## src/rtl/vga_rx_pkg.sv

```systemverilog
// Shared constants, state type and helpers for the VGA sync receiver.
package vga_rx_pkg;

    localparam int H_TOTAL     = 800;
    localparam int V_TOTAL     = 525;
    localparam int H_OFS       = 144;
    localparam int V_OFS       = 34;
    localparam int H_VIS       = 640;
    localparam int V_VIS       = 480;
    localparam int LOCK_FRAMES = 2;

    localparam logic [9:0] CNT_MAX = 10'd1023;

    typedef enum logic [1:0] {
        SEARCH,
        ACQUIRE,
        LOCKED
    } rx_state_t;

    // Saturating 10-bit increment used by every measurement counter.
    function automatic logic [9:0] sat_inc(input logic [9:0] value);
        return (value == CNT_MAX) ? CNT_MAX : value + 10'd1;
    endfunction

endpackage

```

## src/rtl/vga_sync_edge.sv

```systemverilog
// Samples one active-low sync line per pixel strobe and flags its falling edge.
module vga_sync_edge (
    input  logic clk,
    input  logic reset,
    input  logic pix_en,
    input  logic sync,
    output logic fall
);

    logic sync_reg;

    // Idle level of an active-low sync is high, so reset to 1 to avoid a false edge.
    always_ff @(posedge clk or posedge reset) begin
        if (reset) begin
            sync_reg <= 1'b1;
        end else if (pix_en) begin
            sync_reg <= sync;
        end
    end

    assign fall = pix_en & sync_reg & ~sync;

endmodule

```

## src/rtl/vga_sync_receiver.sv

```systemverilog
// Recovers pixel coordinates and lock status from VGA h/v sync.
// Define VGA_RX_ERR_CNT_EN to add the saturating err_count output.
module vga_sync_receiver
    import vga_rx_pkg::*;
#(
    parameter int LINE_PIXELS = H_TOTAL,
    parameter int FRAME_LINES = V_TOTAL,
    parameter int H_START     = H_OFS,
    parameter int V_START     = V_OFS,
    parameter int H_ACTIVE    = H_VIS,
    parameter int V_ACTIVE    = V_VIS
) (
    input  logic       clk,
    input  logic       reset,
    input  logic       pix_en,
    input  logic       h_sync_in,
    input  logic       v_sync_in,
    output logic [9:0] x_pixel,
    output logic [9:0] y_pixel,
    output logic       DE,
    output logic       frame_start,
    output logic       locked,
    output logic       timing_err,
    output logic [9:0] h_total,
`ifdef VGA_RX_ERR_CNT_EN
    output logic [9:0] v_total,
    output logic [7:0] err_count
`else
    output logic [9:0] v_total
`endif
);

    localparam logic [9:0] LINE_LEN  = 10'(LINE_PIXELS);
    localparam logic [9:0] FRAME_LEN = 10'(FRAME_LINES);
    localparam logic [9:0] H_FIRST   = 10'(H_START);
    localparam logic [9:0] H_LAST    = 10'(H_START + H_ACTIVE - 1);
    localparam logic [9:0] V_FIRST   = 10'(V_START);
    localparam logic [9:0] V_LAST    = 10'(V_START + V_ACTIVE - 1);
    localparam logic [1:0] LOCK_LAST = 2'(LOCK_FRAMES - 1);

    logic [1:0] sync_vec;
    logic [1:0] fall_vec;
    logic       h_fall;
    logic       v_fall;

    assign sync_vec = {v_sync_in, h_sync_in};

    generate
        for (genvar gi = 0; gi < 2; gi++) begin : g_edge
            vga_sync_edge u_edge (
                .clk   (clk),
                .reset (reset),
                .pix_en(pix_en),
                .sync  (sync_vec[gi]),
                .fall  (fall_vec[gi])
            );
        end
    endgenerate

    assign h_fall = fall_vec[0];
    assign v_fall = fall_vec[1];

    logic [9:0] h_count_reg, h_count_next;
    logic [9:0] v_line_reg, v_line_next;
    logic [9:0] h_total_next, v_total_next;
    logic       v_armed_reg, v_armed_next;
    logic       reload;
    logic [1:0] good_cnt_reg, good_cnt_next;
    rx_state_t  state_reg, state_next;
    logic       err_next;
    logic       de_next;
    logic       frame_start_next;
    logic [9:0] x_next, y_next;

    // A v edge arriving with the h edge still counts, so that h edge reloads the frame.
    always_comb begin
        reload       = h_fall & (v_armed_reg | v_fall);
        h_count_next = h_fall ? 10'd0 : sat_inc(h_count_reg);
        h_total_next = h_fall ? sat_inc(h_count_reg) : h_total;
        v_line_next  = reload ? 10'd0 : (h_fall ? sat_inc(v_line_reg) : v_line_reg);
        v_total_next = reload ? sat_inc(v_line_reg) : v_total;
        v_armed_next = ~reload & (v_armed_reg | v_fall);
    end

    always_comb begin
        state_next    = state_reg;
        good_cnt_next = good_cnt_reg;
        err_next      = 1'b0;
        case (state_reg)
            SEARCH: begin
                if (reload) begin
                    state_next    = ACQUIRE;
                    good_cnt_next = 2'd0;
                end
            end
            ACQUIRE: begin
                if (h_count_next == CNT_MAX) begin
                    state_next = SEARCH;
                end else if (reload) begin
                    if (h_total_next == LINE_LEN && v_total_next == FRAME_LEN) begin
                        if (good_cnt_reg == LOCK_LAST) begin
                            state_next = LOCKED;
                        end else begin
                            good_cnt_next = good_cnt_reg + 2'd1;
                        end
                    end else begin
                        state_next = SEARCH;
                    end
                end
            end
            LOCKED: begin
                if (h_count_next == CNT_MAX ||
                    (h_fall && h_total_next != LINE_LEN) ||
                    (reload && v_total_next != FRAME_LEN)) begin
                    err_next   = 1'b1;
                    state_next = SEARCH;
                end
            end
            default: state_next = SEARCH;
        endcase
    end

    always_comb begin
        de_next = (state_next == LOCKED) &&
                  (h_count_next >= H_FIRST) && (h_count_next <= H_LAST) &&
                  (v_line_next >= V_FIRST) && (v_line_next <= V_LAST);
        x_next           = de_next ? h_count_next - H_FIRST : 10'd0;
        y_next           = de_next ? v_line_next - V_FIRST : 10'd0;
        frame_start_next = de_next && (x_next == 10'd0) && (y_next == 10'd0);
    end

    always_ff @(posedge clk or posedge reset) begin
        if (reset) begin
            h_count_reg  <= 10'd0;
            v_line_reg   <= 10'd0;
            v_armed_reg  <= 1'b0;
            good_cnt_reg <= 2'd0;
            state_reg    <= SEARCH;
            h_total      <= 10'd0;
            v_total      <= 10'd0;
            x_pixel      <= 10'd0;
            y_pixel      <= 10'd0;
            DE           <= 1'b0;
            frame_start  <= 1'b0;
            locked       <= 1'b0;
            timing_err   <= 1'b0;
        end else begin
            frame_start <= 1'b0;
            timing_err  <= 1'b0;
            if (pix_en) begin
                h_count_reg  <= h_count_next;
                v_line_reg   <= v_line_next;
                v_armed_reg  <= v_armed_next;
                good_cnt_reg <= good_cnt_next;
                state_reg    <= state_next;
                h_total      <= h_total_next;
                v_total      <= v_total_next;
                x_pixel      <= x_next;
                y_pixel      <= y_next;
                DE           <= de_next;
                frame_start  <= frame_start_next;
                locked       <= (state_next == LOCKED);
                timing_err   <= err_next;
            end
        end
    end

`ifdef VGA_RX_ERR_CNT_EN
    always_ff @(posedge clk or posedge reset) begin
        if (reset) begin
            err_count <= 8'd0;
        end else if (pix_en && err_next && err_count != 8'hFF) begin
            err_count <= err_count + 8'd1;
        end
    end
`endif

endmodule

```

## config.mk

```make
export PLATFORM = sky130hd
export DESIGN_NAME = vga_sync_receiver
export DESIGN_NICKNAME = d
export VERILOG_FILES = /design/src/rtl/vga_rx_pkg.sv /design/src/rtl/vga_sync_edge.sv /design/src/rtl/vga_sync_receiver.sv
export SDC_FILE = /design/constraint.sdc
export NUM_CORES = 1
export LEC_CHECK = 0
export ABC_AREA = 1
export CAP_MARGIN = 5
export CORE_MARGIN = 4
export CORE_UTILIZATION = 55
export CTS_CLUSTER_SIZE = 10
export DETAILED_ROUTE_END_ITERATION = 12
export GPL_TIMING_DRIVEN = 1
export PLACE_DENSITY = 0.79
export REMOVE_ABC_BUFFERS = 1
export SYNTH_ARGS = -nofsm -noshare
export SYNTH_HDL_FRONTEND = slang
export SYNTH_SLANG_ARGS = --single-unit
```

## constraint.sdc

```tcl
create_clock -name clk -period 7.6 [get_ports clk]
set_input_delay 1.52 -clock clk [delete_from_list [all_inputs] [get_ports clk]]
set_output_delay 1.52 -clock clk [all_outputs]
set_load 0.005 [all_outputs]
```

# Word level (Yosys, flattened, before mapping)
# Index checks and enable logic that the tools add are counted.
# totals
register_bits	71
inputBits	5
out_inout_bits	44
elab_cells	92
# op_classes
add_sub_neg	5
order_cmp	4
n_eq_ne	16
mux	26
n_bitwise	10
reduce_logical	16
# op_table
operator	n
10-bit two-way mux	9
10-bit equality test, second input constant	5
2-bit two-way mux	11
10-bit by 1-bit adder with 10-bit output, second input constant	2
10-bit <= comparator, second input constant	2
10-bit logical NOT	2
10-bit inequality test, second input constant	2
10-bit by 6-bit greater-or-equal comparator with 1-bit output, second input constant	1
10-bit by 8-bit greater-or-equal comparator with 1-bit output, second input constant	1
2-bit inequality test, second input constant	5
10-bit by 6-bit subtractor with 10-bit output, second input constant	1
10-bit by 8-bit subtractor with 10-bit output, second input constant	1
1-bit logical AND	9
7-bit AND reduction	1
1-bit bitwise AND	6
2-bit case mux with 3 select lines	1
2-bit by 1-bit equality test with 1-bit output, second input constant	2
2-bit equality test, second input constant	2
1-bit two-way mux	4
2-bit case mux with 2 select lines	1
1-bit inverter	3
2-bit by 1-bit adder with 2-bit output, second input constant	1
2-bit logical NOT	1
1-bit logical OR	2
2 further kinds	2

# Logic depth before layout (Yosys ltp)
# Gate-level depths: netlist (run 1).
# logic_depth
word_depth	21
ltp_mapped	20
mapped_depth_nobuf	19

# Modules after synthesis
# From an unflattened synthesis (run 1), not the netlist that was laid out.
# unflattened
hier_cells	604
hier_area_um2	4375.4
# modules_own_cells
module	instances	cells_per_inst	area_each_um2
vga_sync_receiver	1	588	4270.3
vga_sync_edge	2	8	52.6

# Worst setup path after synthesis (run 1)
# No wires, ideal clock.
# synth_path
path_type	input to register
startpoint	input port pix_en
endpoint	register y_pixel[0]
setup_time_ns	0.074
arrival_time_ns	3.443
path_slack_ns	4.083
stages	16
path_buffers	2
path_cell_list	inv_2 nor2_4 nand2_2 inv_2 buf_2 a21oi_1 inv_1 ha_1 a21oi_2 nor2_1 nand3_1 nand3_1 nor2_4 nand3_2 buf_6 o21ai_2
# synth_between
elab_cells_between_ends	38
classes_between	add/sub (1); order compare (4); eq/ne (6); mux (12); bitwise (6); reduce/logical (9)
# synth_rtl
item	line_no	text
start, declared	vga_sync_receiver.sv:15	input logic pix_en,
1-bit bitwise AND * (2 in series)	vga_sync_edge.sv:21	assign fall = pix_en & sync_reg & ~sync;
10-bit two-way mux *	vga_sync_receiver.sv:78	h_count_next = h_fall ? 10'd0 : sat_inc(h_count_reg);
named net h_count_next[5]	vga_sync_receiver.sv:63	logic [9:0] h_count_reg, h_count_next;
10-bit equality test	vga_sync_receiver.sv:97, vga_sync_receiver.sv:112	
1-bit logical OR	vga_sync_receiver.sv:112	if (h_count_next == CNT_MAX ||
1-bit logical OR	vga_sync_receiver.sv:113	(h_fall && h_total_next != LINE_LEN) ||
2-bit two-way mux	vga_sync_receiver.sv:112	
2-bit case mux with 3 select lines	vga_sync_receiver.sv:89	case (state_reg)
2-bit equality test	vga_sync_receiver.sv:124	de_next = (state_next == LOCKED) &&
1-bit logical AND	vga_sync_receiver.sv:124	
1-bit logical AND * (2 in series)	vga_sync_receiver.sv:125	(h_count_next >= H_FIRST) && (h_count_next <= H_LAST) &&
1-bit logical AND *	vga_sync_receiver.sv:126	(v_line_next >= V_FIRST) && (v_line_next <= V_LAST);
10-bit two-way mux *	vga_sync_receiver.sv:128	y_next = de_next ? v_line_next - V_FIRST : 10'd0;
end signal, assigned	vga_sync_receiver.sv:159	y_pixel <= y_next;
end, declared	vga_sync_receiver.sv:19	output logic [9:0] y_pixel,
# Mark *: on every way through the listed nets, which the timed path passes. The rest lies on a longest branch.
# A chain may end at the register's enable or synchronous reset.

# Worst setup path in the final report (run 1)
# layout_path
startpoint	input port pix_en
endpoint	register frame_start
# layout_between
elab_cells_between_ends	45
classes_between	add/sub (2); order compare (4); eq/ne (6); mux (14); bitwise (6); reduce/logical (13)
# layout_rtl
item	line_no	text
1-bit bitwise AND * (2 in series)	vga_sync_edge.sv:21	
10-bit two-way mux *	vga_sync_receiver.sv:78	
named net h_count_next[5]	vga_sync_receiver.sv:63	
10-bit equality test	vga_sync_receiver.sv:97, vga_sync_receiver.sv:112	
1-bit logical OR	vga_sync_receiver.sv:112	
1-bit logical OR	vga_sync_receiver.sv:113	
2-bit two-way mux	vga_sync_receiver.sv:112	
2-bit case mux with 3 select lines	vga_sync_receiver.sv:89	
2-bit equality test	vga_sync_receiver.sv:124	
1-bit logical AND	vga_sync_receiver.sv:124	
1-bit logical AND (2 in series)	vga_sync_receiver.sv:125	
1-bit logical AND	vga_sync_receiver.sv:126	
10-bit two-way mux	vga_sync_receiver.sv:127	x_next = de_next ? h_count_next - H_FIRST : 10'd0;
10-bit logical NOT	vga_sync_receiver.sv:129	frame_start_next = de_next && (x_next == 10'd0) && (y_next == 10'd0);
1-bit logical AND	vga_sync_receiver.sv:129	
1-bit logical AND *	vga_sync_receiver.sv:129	
1-bit two-way mux *	vga_sync_receiver.sv:150	if (pix_en) begin
end signal, assigned	vga_sync_receiver.sv:161	frame_start <= frame_start_next;
end, declared	vga_sync_receiver.sv:21	output logic frame_start,
# Marks and branches as above.

==> metrics.txt, run 1 <==
Worst path top cell family by delay=simple AND/OR/NAND/NOR gates; final worst slack=2.38 ns; die width=94.3 µm; Worst Path Buf+Inv=5; worst slack at placement=2.08 ns; Final Instance Area=4820 µm²; Least-Margin Pin Slew=0.886 ns; pin count of the biggest net entering global routing=72; crit path max fanout=44; Final period util=68.7%; Worst-path clk slew=0.07 ns; full die area=8890 µm²; Top FF cell, synth=dfrtp_1; Synth Area per Inst=7.61 µm²; CTS Buf Count=9; Hold Crit Class=reg -> reg; CP max-delay cell=inv_2; port bufs=48; CTS Sinks=71; Hold-fix buffers, CTS=0; Starting Density=56.5%; Die Y=94.3 µm; std cell rows=31; Worst Setup End Kind=flop; CP Cell Sequence=clkdlybuf4s50_1 > buf_4 > inv_2 > nor2_4 > nand2_2 > inv_2 > a21oi_1 > inv_1 > ha_1 > a21oi_2 > nor2_1 > nand3_1 > nand3_1 > nor2_4 > nand3_2 > nor2_1 > nand3_1 > nor2_1; total gr overflow=0; most common cell after layout, fill and taps aside=nand2_1; layout cells sized above 1=10.4%; Max-Cap Viols=0; final max-slew violation count=0; TritonCTS clock tree=built; Setup TNS=0 ns; number of synthesized register bits=71; Worst Path Arrival=5.50 ns; worst vdd rail ir drop=0.178 mV; HPWL after detailed placement=6.98 mm; Hold Crit Start=g_edge[0].u_edge.sync_reg$_DFFE_PP1P_; antenna cells=0; initial antenna violation count=0; WL met1=3.99 mm; Fin. Hold Viols=0; CP startpoint=pix_en; post-route clock skew=0.00719 ns; first-pass GRT wire length=16.3 mm; clock root buffer=clkbuf_8; async set-reset flop share out of synthesis=100%; startpoint types=primary input; Pwr per Cell Area=220 nW/µm²; WS Path Type=in -> reg; CTS H-tree depth=3; Slew Limit Headroom=40.9%; post-CTS sizing=0; Core ar.=7250 µm²; setup violators final=0; Post-DP Area=4630 µm²; crit path time final=5.22 ns; Final GP Congestion=0.929; nets=598; RSZ-0062 raised after global routing=false; met3 routed WL=528 µm; Top Layer Used=met4; mapped cell area=4100 µm²; Clock Path Buffers=2; CP peak stage delay=0.51 ns; Vias per Instance=5.30; Leak=2.44 nW; Vias=3,646; GR Util All Layers=23.4%; outcome=complete, no violations; fin cells=688; sequential area share after synthesis=43.4%; most frequent cells in the layout=nand2_1 (172), dfrtp_1 (69), inv_1 (69), nand3_1 (51), clkdlybuf4s50_1 (48); number of global-route vias before repair=3,557; later-pin clock latency in the skew report=0.35 ns; post-CTS setup buffer count=0; DP Cell Count=673; Top Ports=49; Post-DRT Antenna Nets=0; fmax=0.192 GHz; met2 WL post-DR=4.69 mm; EDFF count, synth=0; Critical Path RT=7.88 ns; Layout area overhead=17.8%; initial drt markers=317; DRT Pass-1 Iters=5; Syn Inst Count=538; post-DR wirelength/cell=13.7 µm; total power=1.06 mW; R2R Path Start=h_count_reg[0]$_DFFE_PP0P_; drt total wl=9.39 mm; Syn. warnings=0; Residual DRC=0; Distinct cells, synth=41
-- cells by family (layout without fill, tap and decap cells) --
family | Yosys count | in the layout | synth area share [%]
AO/OA/AOI/OAI | 68 | 68 | 11.6
adder cells (fa/ha/maj) | 8 | 8 | 2.44
XOR/XNOR | 10 | 10 | 2.14
buffers and inverters | 90 | 141 | 9.10
AND/OR/NAND/NOR | 291 | 291 | 31.2
flip-flops | 71 | 71 | 43.4
-- final timing paths --
path | endpoint | slack, ns | cells past startpoint
setup / recovery | frame_start$_DFF_PP0_ | 2.38 | 18
hold / removal | g_edge[0].u_edge.sync_reg$_DFFE_PP1P_ | 0.47 | 2
setup reg to reg | frame_start$_DFF_PP0_ | 4.19 | 17
hold reg to reg | g_edge[0].u_edge.sync_reg$_DFFE_PP1P_ | 0.47 | 2
max in group asynchronous | h_total[3]$_DFFE_PP0P_ | 5.25 | 3
min in group asynchronous | v_total[8]$_DFFE_PP0P_ | 1.76 | 3
-- power breakdown --
group,total (mW),switching [mW],internal [mW]
Combinational,0.292,0.171,0.121
Clock,0.306,0.139,0.167
Sequential,0.465,0.0389,0.426
Total,1.06,0.349,0.714
-- per-stage QoR --
stage          hold WS, ns  util (%)
2_1_floorplan        0.447         -
5_1_grt              0.508      66.5
6_report             0.473      66.5
3_5_place_dp         0.463      63.8
4_1_cts              0.473      66.5
3_3_place_gp         0.459      63.8
-- cell usage after synthesis, drive strengths merged (7+ instances only) --
master    n  area (µm²)
o21ai    29         183
buf      12        80.1
nand2   179         694
nor2     42         193
inv      76         285
ha        8         100
dfrtp    69        1730
nand3    53         283
a21oi    12        82.6
o31ai     7        52.6
xor2      7        61.3
nand4     8        50.1
-- layout make-up --
class / instances / area [µm²]
fill: 640 / 2430
timing repair buffer: 50 / 495
tap: 99 / 124
multi-input combinational: 377 / 1940
inverter: 76 / 285
sequential: 71 / 1780
clock inverter: 3 / 42.5
clock buffer: 12 / 155
-- routing by layer --
layer | vias up | GRT usage (%)
met1 | 1703 | 30.4
met3 | 20 | 5.37
met2 | 110 | 38.5
met4 | 0 | 7.70
li1 | 1813 | -
met5 | - | 0
-- worst reg2reg max path, stage by stage, from the launching register on --
cell	delay, ns
dfrtp_1	0.48
ha_1	0.24
nand2_2	0.09
nor2_4	0.21
nand3_4	0.23
nand2_1	0.14
nand2_1	0.14
inv_1	0.22
ha_1	0.17
nor3b_1	0.23
nand3_1	0.12
nand3_1	0.09
nand3_1	0.12
nor2_4	0.19
nand3_2	0.31
nor2_1	0.18
nand3_1	0.08
nor2_1	0.11
Power figures use the tool's default switching activity.
==> run 2, diff against run 1 <==
clock period = 5.4 ns   (was 7.6 ns; I/O delays follow)
==> run 2 against run 1 <==
Compared with the run above:
- clock-buffer cell count down 3
- clock skew up 0.0023 ns
- wire length up 5.5%
- global-route usage up 0.52 points
- sequential power up 41%
- power up 47%
- non-clock buffer count up 1
- setup slack worse by 1.2 ns
- worst hold slack better by 0.010 ns
- critical path type unchanged
- critical endpoint unchanged
- largest cell class unchanged
==> metrics.txt, run 2 (synthesis gave the netlist of run 1 again) <==
Hold Crit Class=reg -> reg; Die Y=94.3 µm; antenna cells=0; RSZ-0062 raised after global routing=false; Layout area overhead=18.6%; reg2reg path depth=16; CTS Buf Count=9; reg-to-reg slack, setup=2.01 ns; worst slack at placement=0.811 ns; worst vdd rail ir drop=0.236 mV; initial antenna violation count=0; Worst Path Arrival=4.54 ns; total gr overflow=0; total power=1.56 mW; Setup TNS=0 ns; Starting Density=56.5%; startpoint types=primary input; Max-Cap Viols=0; CTS H-tree depth=3; Final GP Congestion=0.924; Final Core Density=66.9%; Final Instance Area=4860 µm²; port bufs=48; Residual DRC=0; Post-DP Area=4630 µm²; Pwr per Cell Area=321 nW/µm²; R2R Path Start=g_edge[0].u_edge.sync_reg$_DFFE_PP1P_; Final period util=78.7%; setup violators final=0; fmax=0.235 GHz; Slew Limit Headroom=54.9%; Multi-input gate area=1940 µm²; Top Ports=49; outcome=complete, no violations; register area=1780 µm²; std cell rows=31; Post-DRT Antenna Nets=0; Worst-path clk slew=0.09 ns; Least-Margin Pin Slew=0.677 ns; CTS Sinks=71; final max-slew violation count=0; Hold-fix buffers, CTS=0; later-pin clock latency in the skew report=0.35 ns; layout cells sized above 1=10.8%; final worst slack=1.15 ns; final hold slack=0.483 ns; Critical Path RT=5.69 ns; WS Path Type=in -> reg; RR Endpoint=frame_start$_DFF_PP0_; post-DR wirelength/cell=14.4 µm; die width=94.3 µm; drt total wl=9.91 mm; Fin. Hold Viols=0; GR Util All Layers=23.9%; DRT Pass-1 Iters=5; fin cells=690; initial drt markers=204; post-route clock skew=0.00953 ns; HPWL after detailed placement=7.26 mm; Worst Hold Path Cells=2; nets=599; pin count of the biggest net entering global routing=44; post-CTS setup buffer count=0; number of global-route vias before repair=3,519; Core ar.=7250 µm²; Hold Path Sink=y_pixel[3]$_DFFE_PP0P_; most common cell after layout, fill and taps aside=nand2_1; clock root buffer=clkbuf_8; fillers=610; first-pass GRT wire length=16.5 mm; crit path max fanout=28; Vias=3,683; Worst Setup End Kind=flop; most frequent cells in the layout=nand2_1 (172), dfrtp_1 (69), inv_1 (69), nand3_1 (51), clkdlybuf4s50_1 (48); full die area=8890 µm²; post-CTS sizing=0; TritonCTS clock tree=built; DP Cell Count=674; Vias per Instance=5.34; Clock Path Buffers=2; crit path time final=4.25 ns; Hold Crit Start=y_pixel[3]$_DFFE_PP0P_; Leak=2.45 nW
## run 2: metal layers
metal  global-route usage (%)  routed length [µm]
met5                        0                   0
met2                     38.0                4770
met1                     32.5                4440
met4                     11.2                 258
met3                     2.88                 438
## run 2: cell type report
class	instances	area share, %
clock buffer	9	2.55
clock inverter	7	2.01
inverter	76	5.87
multi-input combinational	377	40.0
sequential	71	36.6
tap	99	2.55
timing repair buffer	51	10.4
## run 2: report_power, final
part / internal (mW) / leakage (nW) / switching [mW]
registers: 0.599 / 0.939 / 0.0565
clock network: 0.261 / 0.105 / 0.226
logic: 0.171 / 1.40 / 0.244
total: 1.03 / 2.45 / 0.527
## run 2: worst max-delay path by stage
stage                start                     to  slack (ns)
global route        pix_en  frame_start$_DFF_PP0_        0.87
detailed placement  pix_en  frame_start$_DFF_PP0_        0.81
CTS                 pix_en  frame_start$_DFF_PP0_        1.18
finish              pix_en  frame_start$_DFF_PP0_        1.15
floorplan           pix_en  frame_start$_DFF_PP0_        1.61
global placement    pix_en  frame_start$_DFF_PP0_        0.91
## run 2: worst max-delay path, cell delays in order
cell and delay, ns:
clkdlybuf4s50_1 0.52, inv_2 0.07, nor2_4 0.09, nand2_2 0.30, inv_2 0.52, nand2_1 0.34
o21ai_1 0.25, nand2_1 0.07, nor2_1 0.10, nand3_1 0.12, inv_1 0.08, nand2_1 0.08
nand2_2 0.08, nand2_2 0.07, nand2_4 0.12, nand3_2 0.28, nor2_1 0.18, nand3_1 0.08
nor2_1 0.10
==> run 3, diff against run 2 <==
clock period = 4.2 ns   (was 5.4 ns; I/O delays follow)
==> run 3 against run 2 <==
Compared with the run above:
- register-to-register slack worse by 0.91 ns
- final area increased by 0.64%
- sequential power rose by 28%
- die area is the same
- wire length fell by 3.5%
- combinational power increased by 28%
- setup slack lost 0.48 ns
- clock skew rose by 0.0021 ns
- via count is 1.4% lower
- critical path depth is 1 higher
- clock-buffer cell count rose by 2
==> metrics.txt, run 3 (synthesis gave the netlist of run 1 again) <==
outcome=complete, no violations; HPWL after detailed placement=7.32 mm; port bufs=48; std cell rows=31; Max-Cap Viols=0; Slew Limit Headroom=49.8%; Fin. Hold Viols=0; later-pin clock latency in the skew report=0.34 ns; post-CTS setup buffer count=0; Setup TNS=0 ns; full die area=8890 µm²; setup violators final=0; most frequent cells in the layout=nand2_1 (172), dfrtp_1 (69), inv_1 (69), nand3_1 (51), clkdlybuf4s50_1 (48); Least-Margin Pin Slew=0.752 ns; first-pass GRT wire length=16.4 mm; pin count of the biggest net entering global routing=44; startpoint types=primary input; TritonCTS clock tree=built; Worst-path clk slew=0.08 ns; Leak=2.48 nW; GR Util All Layers=23.6%; Pwr per Cell Area=396 nW/µm²; CP Cell Sequence=clkdlybuf4s50_1 > inv_2 > nor2_4 > nand2_2 > inv_2 > buf_4 > nand3_1 > o21ai_0 > nand2_1 > nor2_1 > nand3_1 > nor2_1 > nand2_1 > nand2_2 > nand2_2 > nand2_4 > nand2_2 > inv_2 > nand3_1 > nand2_1; initial antenna violation count=0; Starting Density=56.5%; CP peak stage delay=0.54 ns; Top Ports=49; Critical Path RT=4.48 ns; crit-path most repeated cell=nand2_2; number of global-route vias before repair=3,558; die width=94.3 µm; total gr overflow=0; most common cell after layout, fill and taps aside=nand2_1; total power=1.94 mW; Vias per Instance=5.22; initial drt markers=159; Vias=3,630; Residual DRC=0; Hold Crit Class=reg -> reg; post-CTS sizing=0; Post-DRT Antenna Nets=0; final max-slew violation count=0; CTS Sinks=71; worst vdd rail ir drop=0.265 mV; Hold-fix buffers, CTS=0; layout cells sized above 1=11.7%; antenna cells=0; nets=605; post-DR wirelength/cell=13.7 µm; post-route clock skew=0.0116 ns; CTS H-tree depth=3; Final Core Density=67.4%; Die Y=94.3 µm; WS Path Type=in -> reg; Worst Path Arrival=3.81 ns; RSZ-0062 raised after global routing=false; Final period util=83.9%; DP Cell Count=680; crit path time final=3.52 ns; drt total wl=9.56 mm; Worst Setup End Kind=flop; CTS Buf Count=9; CP max-delay cell=clkdlybuf4s50_1; Clock Path Buffers=2; DRT Pass-1 Iters=4; fmax=0.284 GHz; crit path max fanout=19; Final GP Congestion=0.878; clock root buffer=clkbuf_8; Layout area overhead=19.3%; fin cells=696; Core ar.=7250 µm²
-- run 3: cell count changes in the layout (fill, tap and decap cells not counted), sizes merged --
| cell | delta |
|---|---|
| bufinv | -1 |
| buf | +6 |
| clkbuf | +2 |
| clkinvlp | -1 |
-- run 3: per-layer routing --
metal	GRT usage (%)	vias to the layer above	part of all wire [%]
met5	0	-	0
met4	9.39	0	2.0
met3	4.49	17	3.7
met2	38.9	86	49
met1	30.4	1704	45
li1	-	1823	-
-- run 3: worst paths after layout --
| path | from | depth (start not counted) | endpoint | slack [ns] |
|---|---|---|---|---|
| worst max register to register | h_count_reg[0]$_DFFE_PP0P_ | 16 | y_pixel[4]$_DFFE_PP0P_ | 1.10 |
| worst min-delay path | g_edge[0].u_edge.sync_reg$_DFFE_PP1P_ | 2 | g_edge[0].u_edge.sync_reg$_DFFE_PP1P_ | 0.47 |
| max in group asynchronous | reset | 3 | h_count_reg[3]$_DFFE_PP0P_ | 2.49 |
| worst min register to register | g_edge[0].u_edge.sync_reg$_DFFE_PP1P_ | 2 | g_edge[0].u_edge.sync_reg$_DFFE_PP1P_ | 0.47 |
| worst max-delay path | pix_en | 20 | y_pixel[4]$_DFFE_PP0P_ | 0.68 |
| min in group asynchronous | reset | 2 | v_total[8]$_DFFE_PP0P_ | 0.95 |
-- run 3: through the flow --
stage	worst slack (ns)	instance area [µm²]	hold WS [ns]
final	0.676	4890	0.474
after global routing	0.405	4890	0.508
after CTS	0.691	4890	0.476
after detailed placement	0.344	4680	0.463
after global placement	0.495	4680	0.453
after floorplan	0.647	4010	0.447
-- run 3: worst max-delay path: cells and delay by family --
kind                   cells  cell delay [ns]
buffers and inverters      5             1.29
and+or+nand+nor           14             1.54
AOI/OAI and AO/OA          1             0.13
-- run 3: area by class of cell --
class / instances / area (µm²)
Timing Repair Buffer: 57 / 548
Multi-Input combinational cell: 377 / 1940
Sequential cell: 71 / 1780
Tap cell: 99 / 124
Clock inverter: 5 / 56.3
Clock buffer: 11 / 151
Fill cell: 623 / 2370
Inverter: 76 / 285
-- run 3: where the power goes --
| part | total (mW) | leakage [nW] | internal (mW) | switching, mW |
|---|---|---|---|---|
| clock | 0.566 | 0.105 | 0.306 | 0.260 |
| combinational | 0.531 | 1.43 | 0.223 | 0.308 |
| sequential | 0.840 | 0.939 | 0.770 | 0.0697 |
| total | 1.94 | 2.48 | 1.30 | 0.637 |
